**config.mk**
```make
export PLATFORM = sky130hd
export DESIGN_NAME = fetch_queue
export DESIGN_NICKNAME = d
export VERILOG_FILES = /design/src/rtl/fq_pkg.sv /design/src/rtl/fq_fifo.sv /design/src/rtl/fetch_queue.sv
export SDC_FILE = /design/constraint.sdc
export NUM_CORES = 1
export LEC_CHECK = 0
export CELL_PAD_IN_SITES_DETAIL_PLACEMENT = 1
export CELL_PAD_IN_SITES_GLOBAL_PLACEMENT = 1
export CORE_MARGIN = 3
export CORE_UTILIZATION = 49
export CTS_BUF_LIST = sky130_fd_sc_hd__clkbuf_4 sky130_fd_sc_hd__clkbuf_8
export DETAILED_ROUTE_END_ITERATION = 10
export PLACE_DENSITY = 0.82
export SYNTH_ARGS = -nofsm -noshare
export SYNTH_HDL_FRONTEND = slang
export SYNTH_SLANG_ARGS = --single-unit
```
**constraint.sdc**
```tcl
create_clock -name clk -period 5.83 [get_ports clk]
set_clock_uncertainty 0.1 [all_clocks]
set_input_delay 1.166 -clock clk [delete_from_list [all_inputs] [get_ports clk]]
set_output_delay 1.166 -clock clk [all_outputs]
set_load 0.02 [all_outputs]
```
**src/rtl/fq_pkg.sv**
```systemverilog
// Shared types and constants for the instruction fetch queue.
package fq_pkg;

  localparam int XLEN = 32;
  localparam int ILEN = 32;
  localparam logic [XLEN-1:0] PC_INC = 32'd4;

  typedef enum logic [1:0] {
    IDLE,
    REQ,
    DISCARD
  } fq_state_e;

  function automatic logic [XLEN-1:0] align_pc(input logic [XLEN-1:0] pc);
    return {pc[XLEN-1:2], 2'b00};
  endfunction

endpackage

```
**src/rtl/fq_fifo.sv**
```systemverilog
// Small synchronous FIFO of {pc, data} entries with flush and registered head outputs.
module fq_fifo
  import fq_pkg::*;
#(
  parameter int DEPTH = 4,
  parameter int WIDTH = XLEN + ILEN,
  parameter int AW    = $clog2(DEPTH)
) (
  input  logic             clk,
  input  logic             reset,
  input  logic             push,
  input  logic             pop,
  input  logic             flush,
  input  logic [WIDTH-1:0] push_data,
  output logic             head_valid,
  output logic [WIDTH-1:0] head_data,
  output logic [AW:0]      count
);

  localparam logic [AW:0] FULL_CNT = (AW+1)'(DEPTH);

  logic [WIDTH-1:0] mem_q [DEPTH];
  logic [AW-1:0]    rd_ptr_q, rd_ptr_d;
  logic [AW-1:0]    wr_ptr_q, wr_ptr_d;
  logic [AW:0]      count_q, count_d;
  logic             head_valid_q, head_valid_d;
  logic [WIDTH-1:0] head_data_q, head_data_d;
  logic             do_push, do_pop;

  always_comb begin
    do_pop       = pop && (count_q != '0);
    do_push      = push && !flush && ((count_q != FULL_CNT) || do_pop);
    rd_ptr_d     = rd_ptr_q;
    wr_ptr_d     = wr_ptr_q;
    count_d      = count_q;
    head_data_d  = head_data_q;
    if (flush) begin
      rd_ptr_d = wr_ptr_q;
      count_d  = '0;
    end else begin
      if (do_pop)  rd_ptr_d = rd_ptr_q + AW'(1);
      if (do_push) wr_ptr_d = wr_ptr_q + AW'(1);
      count_d = count_q + (AW+1)'(do_push) - (AW+1)'(do_pop);
    end
    head_valid_d = (count_d != '0);
    // An entry written this edge that lands at the new head must bypass the array.
    if (head_valid_d) begin
      if (do_push && (wr_ptr_q == rd_ptr_d)) head_data_d = push_data;
      else                                   head_data_d = mem_q[rd_ptr_d];
    end
  end

  always_ff @(posedge clk) begin
    if (do_push) mem_q[wr_ptr_q] <= push_data;
  end

  always_ff @(posedge clk or posedge reset) begin
    if (reset) begin
      rd_ptr_q     <= '0;
      wr_ptr_q     <= '0;
      count_q      <= '0;
      head_valid_q <= 1'b0;
      head_data_q  <= '0;
    end else begin
      rd_ptr_q     <= rd_ptr_d;
      wr_ptr_q     <= wr_ptr_d;
      count_q      <= count_d;
      head_valid_q <= head_valid_d;
      head_data_q  <= head_data_d;
    end
  end

  assign head_valid = head_valid_q;
  assign head_data  = head_data_q;
  assign count      = count_q;

endmodule

```
**src/rtl/fetch_queue.sv**
```systemverilog
// Instruction fetch queue: owns the fetch PC, talks req/ack to imem, buffers for Decode.
// Optional performance counters are built when FQ_PERF_EN is defined.
module fetch_queue
  import fq_pkg::*;
#(
  parameter int              DEPTH    = 4,
  parameter logic [XLEN-1:0] RESET_PC = 32'h0000_0000
) (
  input  logic            clk,
  input  logic            reset,
  output logic            imem_req,
  output logic [XLEN-1:0] imem_addr,
  input  logic            imem_ack,
  input  logic [ILEN-1:0] imem_rdata,
  output logic            inst_valid,
  output logic [XLEN-1:0] inst_pc,
  output logic [ILEN-1:0] inst_data,
  input  logic            inst_ready,
  input  logic            redirect,
  input  logic [XLEN-1:0] redirect_pc
`ifdef FQ_PERF_EN
  ,
  output logic [31:0]     perf_fetch_cnt,
  output logic [31:0]     perf_flush_cnt
`endif
);

  localparam int          AW       = $clog2(DEPTH);
  localparam logic [AW:0] FULL_CNT = (AW+1)'(DEPTH);

  fq_state_e       state_q, state_d;
  logic [XLEN-1:0] addr_q, addr_d;
  logic [XLEN-1:0] target_q, target_d;
  logic            req_q, req_d;
  logic            push, pop, flush;
  logic [AW:0]     fifo_count, occ_base;
  logic [XLEN-1:0] redir_tgt;
  logic [XLEN+ILEN-1:0] head_data;

  always_comb begin
    pop       = inst_valid & inst_ready;
    occ_base  = fifo_count - (AW+1)'(pop);
    redir_tgt = align_pc(redirect_pc);
    state_d   = state_q;
    addr_d    = addr_q;
    target_d  = target_q;
    push      = 1'b0;
    flush     = 1'b0;
    case (state_q)
      IDLE: begin
        if (redirect) begin
          flush   = 1'b1;
          addr_d  = redir_tgt;
          state_d = REQ;
        end else if (occ_base < FULL_CNT) begin
          state_d = REQ;
        end
      end
      REQ: begin
        if (redirect) begin
          flush = 1'b1;
          if (imem_ack) begin
            addr_d = redir_tgt;
          end else begin
            // The memory still owns the old address; finish it and drop its data.
            target_d = redir_tgt;
            state_d  = DISCARD;
          end
        end else if (imem_ack) begin
          push   = 1'b1;
          addr_d = addr_q + PC_INC;
          if ((occ_base + (AW+1)'(1)) >= FULL_CNT) state_d = IDLE;
        end
      end
      DISCARD: begin
        if (redirect) begin
          flush    = 1'b1;
          target_d = redir_tgt;
        end
        if (imem_ack) begin
          addr_d  = redirect ? redir_tgt : target_q;
          state_d = REQ;
        end
      end
      default: state_d = IDLE;
    endcase
    req_d = (state_d != IDLE);
  end

  always_ff @(posedge clk or posedge reset) begin
    if (reset) begin
      state_q  <= IDLE;
      addr_q   <= RESET_PC;
      target_q <= RESET_PC;
      req_q    <= 1'b0;
    end else begin
      state_q  <= state_d;
      addr_q   <= addr_d;
      target_q <= target_d;
      req_q    <= req_d;
    end
  end

  fq_fifo #(
    .DEPTH (DEPTH),
    .WIDTH (XLEN + ILEN)
  ) u_fifo (
    .clk        (clk),
    .reset      (reset),
    .push       (push),
    .pop        (pop),
    .flush      (flush),
    .push_data  ({addr_q, imem_rdata}),
    .head_valid (inst_valid),
    .head_data  (head_data),
    .count      (fifo_count)
  );

  assign imem_req  = req_q;
  assign imem_addr = addr_q;
  assign inst_pc   = head_data[XLEN+ILEN-1:ILEN];
  assign inst_data = head_data[ILEN-1:0];

`ifdef FQ_PERF_EN
  logic [31:0] perf_fetch_q, perf_fetch_d;
  logic [31:0] perf_flush_q, perf_flush_d;

  always_comb begin
    perf_fetch_d = perf_fetch_q + {31'b0, push};
    perf_flush_d = perf_flush_q + {31'b0, redirect};
  end

  always_ff @(posedge clk or posedge reset) begin
    if (reset) begin
      perf_fetch_q <= '0;
      perf_flush_q <= '0;
    end else begin
      perf_fetch_q <= perf_fetch_d;
      perf_flush_q <= perf_flush_d;
    end
  end

  assign perf_fetch_cnt = perf_fetch_q;
  assign perf_flush_cnt = perf_flush_q;
`endif

endmodule
```
# [Yosys cells after proc, flatten, opt, wreduce, memory -nomap -nowiden]
# Memory sizes are Yosys's and may differ from the RTL's. A register that Yosys moved wholly into a read port is not among the register bits.
# Index checks and enable logic that the tools add are counted.
[word_totals] ff_bits=75 output_inout_bits=98 memories=1 inputBits=69 mem_bits_rw=256
[memory_table] memory="u_fifo.mem_q" depth=4 word_bits=64 read_ports=1 rd_clocked_by_memory_dff=1 write_ports=1 line_no="fq_fifo.sv:22" source="logic [WIDTH-1:0] mem_q [DEPTH];"
[classes] add_sub_neg=7 reduce_logical=15 bitwise_logic=2 muxes=28 order_cmp=2 n_eq_ne=8
[ops] cell="$mux 32" n=8
[ops] cell="$pmux 32 s3" n=1
[ops] cell="$pmux 32 s2" n=1
[ops] cell="$add 32x3->32 const B" n=1
[ops] cell="$mux 2" n=9
[ops] cell="$ne 2x2->1 const B" n=5
[ops] cell="$reduce_bool 3->1" n=3
[ops] cell="$mux 1" n=7
[ops] cell="$pmux 2 s3" n=1
[ops] cell="$sub 3x1->3" n=2
[ops] cell="$add 2x1->2 const B" n=2
[ops] cell="$reduce_and 4->1" n=1
[ops] cell="$reduce_bool 2->1" n=2
[ops] cell="$add 3x1->3" n=1
[ops] cell="$add 3x1->3 const B" n=1
[ops] cell="$ge 3x3->1 const B" n=1
[ops] cell="$logic_and 1x1->1" n=3
[ops] cell="$lt 3x3->1 const B" n=1
[ops] cell="$mux 3" n=1
[ops] cell="$ne 3x3->1 const B" n=1
[ops] cell="$reduce_and 3->1" n=1
[ops] cell="$reduce_or 3->1" n=1
[ops] cell="$eq 2x1->1 const B" n=1
[ops] cell="$eq 2x2->1 const B" n=1
[ops] cell="other kinds (6)" n=6

# [Longest topological paths before layout]
[depth] depth_word=10 mapped_depth=15 mapped_depth_nobuf=12

# [By module]
# A second synthesis with hierarchy kept.
[hier_totals] cells_unflattened=1683 hier_area_um2=20940.1
[by_module_without_submodules] mod="fq_fifo" area_per_inst_um2=17141.4 seq_area_each_um2=9489.1 cells_each=1287 instances=1
[by_module_without_submodules] mod="fetch_queue" area_per_inst_um2=3798.6 seq_area_each_um2=1676.6 cells_each=396 instances=1

# [Least setup slack after synthesis]
# OpenSTA, ideal clock, no wires.
[synth_timing] path_type="input -> register" start="input port redirect" end="memory u_fifo.mem_q[2][0] (netlist name), enable pin" path_slack_ps=1712 t_arrival_ps=3589 path_stages=5 required_ps=5301 setup_ps=429 path_cell_list="buf_2 > inv_1 > nand2_1 > a211oi_2 > and2_1"
[synth_between] elab_chain_cells=7
[synth_rtl] element="from (decl)" line_no="fetch_queue.sv:19" source="input logic redirect,"
[synth_rtl] element="$mux 1" line_no="fetch_queue.sv:51, fetch_queue.sv:60, fetch_queue.sv:76"
[synth_rtl] element="$mux 1"
[synth_rtl] element="$logic_not 1->1" line_no="fq_fifo.sv:32" source="do_push = push && !flush && ((count_q != FULL_CNT) || do_pop);"
[synth_rtl] element="$logic_and 1x1->1 (*) (2 in a row)" line_no="fq_fifo.sv:32"
[synth_rtl] element="$mux 1 (*)" line_no="fq_fifo.sv:54" source="if (do_push) mem_q[wr_ptr_q] <= push_data;"
[synth_rtl] element="$mux 1 (not written as such) (*)" line_no="fq_fifo.sv:54"
[synth_rtl] element="to (decl)" line_no="fq_fifo.sv:22"
# Mark *: on every way between the ends. The rest lies on a longest branch, timed or not.

# [Worst setup path in the final report]
[layout_timing] start="input port redirect" end="register u_fifo.head_data_q[46], in the netlist u_fifo.head_data[46] (read register of u_fifo.mem_q)"
[layout_between] elab_chain_cells=9
[layout_rtl] element="$mux 1" line_no="fetch_queue.sv:51, fetch_queue.sv:60, fetch_queue.sv:76"
[layout_rtl] element="$mux 1"
[layout_rtl] element="$logic_not 1->1" line_no="fq_fifo.sv:32"
[layout_rtl] element="$logic_and 1x1->1 (2 in a row)" line_no="fq_fifo.sv:32"
[layout_rtl] element="$add 3x1->3" line_no="fq_fifo.sv:43" source="count_d = count_q + (AW+1)'(do_push) - (AW+1)'(do_pop);"
[layout_rtl] element="$sub 3x1->3" line_no="fq_fifo.sv:43"
[layout_rtl] element="$mux 3" line_no="fq_fifo.sv:37" source="if (flush) begin"
[layout_rtl] element="$reduce_bool 3->1" line_no="fq_fifo.sv:45" source="head_valid_d = (count_d != '0);"
[layout_rtl] element="to (decl)" line_no="fq_fifo.sv:27" source="logic [WIDTH-1:0] head_data_q, head_data_d;"
# Several ways; a longest one is shown, not always the timed one.
# A chain may end at the register's enable or synchronous reset.

==> impl_metrics.tcl <==
set metrics [dict create \
    cts_tree "yes" \
    syn_to_final_growth_pct 15.7 \
    nNetsFinal 1995 \
    ys_ff_latch 395 \
    fin_ws_ns 1.32 \
    status "completed" \
    holdPathStages 1 \
    worst_pin_slew_ns 1.20 \
    cts_root_buf "clkbuf_8" \
    fin_hold_ws_ns 0.395 \
    antenna_found_initial 0 \
    rsz0062_at_grt "no" \
    setup_viol 0 \
    htreeDepth 3 \
    first_pass_iters 5 \
    hold_path_class "flop to flop" \
    drive_above_1_share_pct 13.2 \
    ir_drop_v 0.000362 \
    chipWidth_um 210 \
    first_global_vias 18142 \
    start_util_pct 49.9 \
    power.leakage_uw 0.00834 \
    setup_tns_ns 0 \
    cp.required_ns 6.27 \
    dp_cells 2372 \
    fin_area_um2 23700 \
    rows 74 \
    crit_type "primary input to flop" \
    finalCriticalPeriod_ns 4.51 \
    fmax_mhz 222 \
    synth_flop_cell "edfxtp_1" \
    ant_nets 0 \
    layout_commonest_cell "edfxtp_1" \
    report.final.slew_viol_count 0 \
    vias_per_cell 6.65 \
    grt_usage_pct 28.4 \
    max-cap-violations 0 \
    start_kind "primary input" \
    n_antenna_cell 0 \
    crit_fanout 57 \
    place_area_um2 22300 \
    synth_warnings 0 \
    wl_per_cell_um 25.6 \
    crit_chain "clkdlybuf4s50_1, inv_1, nand2_1, a211oi_2, ha_1, inv_1, fa_1, xor2_1, xnor2_1, a31oi_4, buf_4, nor2_1, a31oi_1" \
    r2r_cells 13 \
    netlist_area_um2 20500 \
    fin_crit_sh_pct 77.4 \
    slew_headroom_pct 20.0 \
    p_per_area_nw_per_um2 532 \
    fin_cells 2499 \
    synthCells 1832 \
    cts.clk_slew.worst_paths_ns 0.06 \
    vias 16608 \
    drt_iter0_drc 1309 \
    grt-ovfl-total 0 \
    synth_cell_types 67 \
    cp_slowest_cell "clkdlybuf4s50_1" \
    yosysSeqAreaShare_pct 54.5 \
    final_cell_mix "edfxtp_1 (256), nand2_1 (238), clkdlybuf4s50_1 (164), a21oi_1 (139), dfrtp_1 (136)" \
    worstPathArrival_ns 4.95 \
    dp_hpwl_um 35700 \
    clock_path_buffers 3 \
    core-area_um2 41000 \
    place.gp.congestion 0.797 \
    cp_slowest_stage_delay_ns 0.64 \
    dp_slack_ns 0.722 \
    grt_pass1_wl_um 99900 \
    async_flop_share_pct 35.2 \
    grt_max_degree 129 \
    port_buffers 164 \
    dieHeight_um 210 \
    cts_hold_repair.buffers 0 \
    routed_wl_um 63900 \
    post_cts_buffers 0 \
    cts_inserted_buffers 70 \
    drc 0 \
    hold_viol 0 \
    die_area_um2 44300 \
    insertion_delay_ns 0.63 \
    numClockSinks 395 \
    worst_path_most_repeated_cell "inv_1" \
    io_pins 167 \
    syn_area_per_cell_um2 11.2 \
    synth_nets 1915 \
    cts-resized-gates 0 \
    synth_edf_count 256 \
    critPathCaptureType "flop" \
]
power breakdown:
part / total (uW) / leakage, uW / switching [uW] / internal [uW]
sequential: 4580 / 0.00395 / 842 / 3740
combinational: 5380 / 0.00364 / 3250 / 2130
clock: 2650 / 0.000750 / 1170 / 1470
total: 12600 / 0.00834 / 5260 / 7340
flip-flops by register name (all words and copies together), names as in the netlist:
name / flops
target_q: 32
u_fifo.mem_q: 256
imem_req: 1
u_fifo.head_data: 64
u_fifo.wr_ptr_q: 2
state_q: 2
u_fifo.head_valid: 1
imem_addr: 32
u_fifo.rd_ptr_q: 2
u_fifo.count: 3
worst paths after layout:
| check | startpoint | endpoint | slack, ns |
|---|---|---|---|
| worst max register to register | state_q[1] | u_fifo.head_data[46] | 1.75 |
| worst max-delay path | redirect | u_fifo.head_data[46] | 1.32 |
| worst min-delay path | target_q[1] | target_q[1] | 0.40 |
| max in group asynchronous | reset | u_fifo.head_data[31] | 3.60 |
| min in group asynchronous | reset | target_q[3] | 0.98 |
| worst min register to register | target_q[1] | target_q[1] | 0.40 |
through the flow:
stage | util [%] | total power [uW]
2_1_floorplan | - | 7840
3_3_place_gp | 54.3 | 9630
3_5_place_dp | 54.3 | 9940
4_1_cts | 57.8 | 12600
5_1_grt | 57.8 | 13300
6_report | 57.8 | 12600
synth_stat cells, drive strengths merged, types with 13 or more instances:
| cell | count | area [um^2] |
|---|---|---|
| a21oi | 139 | 696 |
| mux2 | 30 | 338 |
| and4 | 67 | 587 |
| inv | 16 | 60.1 |
| a31oi | 77 | 482 |
| o31ai | 69 | 811 |
| nand2 | 238 | 893 |
| nor2 | 100 | 378 |
| nand4 | 72 | 450 |
| a2111oi | 65 | 663 |
| ha | 13 | 163 |
| nor2b | 69 | 432 |
| clkbuf | 108 | 405 |
| dfrtp | 139 | 3480 |
| edfxtp | 256 | 7690 |
| mux2i | 64 | 641 |
| buf | 77 | 500 |
| o21ai | 38 | 190 |
| a311o | 64 | 641 |
| nand3 | 23 | 120 |
final cells by class:
| class | count | area [um^2] |
|---|---|---|
| timing repair buffer | 193 | 1930 |
| clock buffer | 113 | 1320 |
| tap | 532 | 666 |
| fill | 4221 | 17300 |
| clock inverter | 14 | 96.3 |
| multi-input combinational | 1236 | 8440 |
| inverter | 16 | 65.1 |
| sequential | 395 | 11200 |
logic make-up (layout without fill, tap and decap cells):
group                    count (synthesis)  after routing  share of synthesized area (%)
buffers and inverters                  201            336                           4.72
flip-flops                             395            395                           54.5
AND/OR/NAND/NOR                        609            609                           15.2
XOR/XNOR                                 9              9                          0.385
adder cells (fa/ha/maj)                 14             14                          0.892
multiplexers                            94             94                           4.78
AO/OA/AOI/OAI                          510            510                           19.5
worst max-delay path, delay by kind of cell:
| kind | cells | cell delay [ns] |
|---|---|---|
| AND/OR/NAND/NOR | 2 | 0.23 |
| adder cells (fa/ha/maj) | 2 | 0.64 |
| buffers and inverters | 4 | 1.50 |
| XOR/XNOR | 2 | 0.35 |
| AO/OA/AOI/OAI | 3 | 1.02 |
routing by layer:
metal | global-route usage [%] | vias to the layer above | wire length [um]
met3 | 4.45 | 139 | 4210
met1 | 36.7 | 8544 | 25900
met5 | 0 | - | 0
met4 | 10.4 | 0 | 1440
li1 | - | 7248 | -
met2 | 48.7 | 677 | 32300
(Power assumes the default switching activity.)
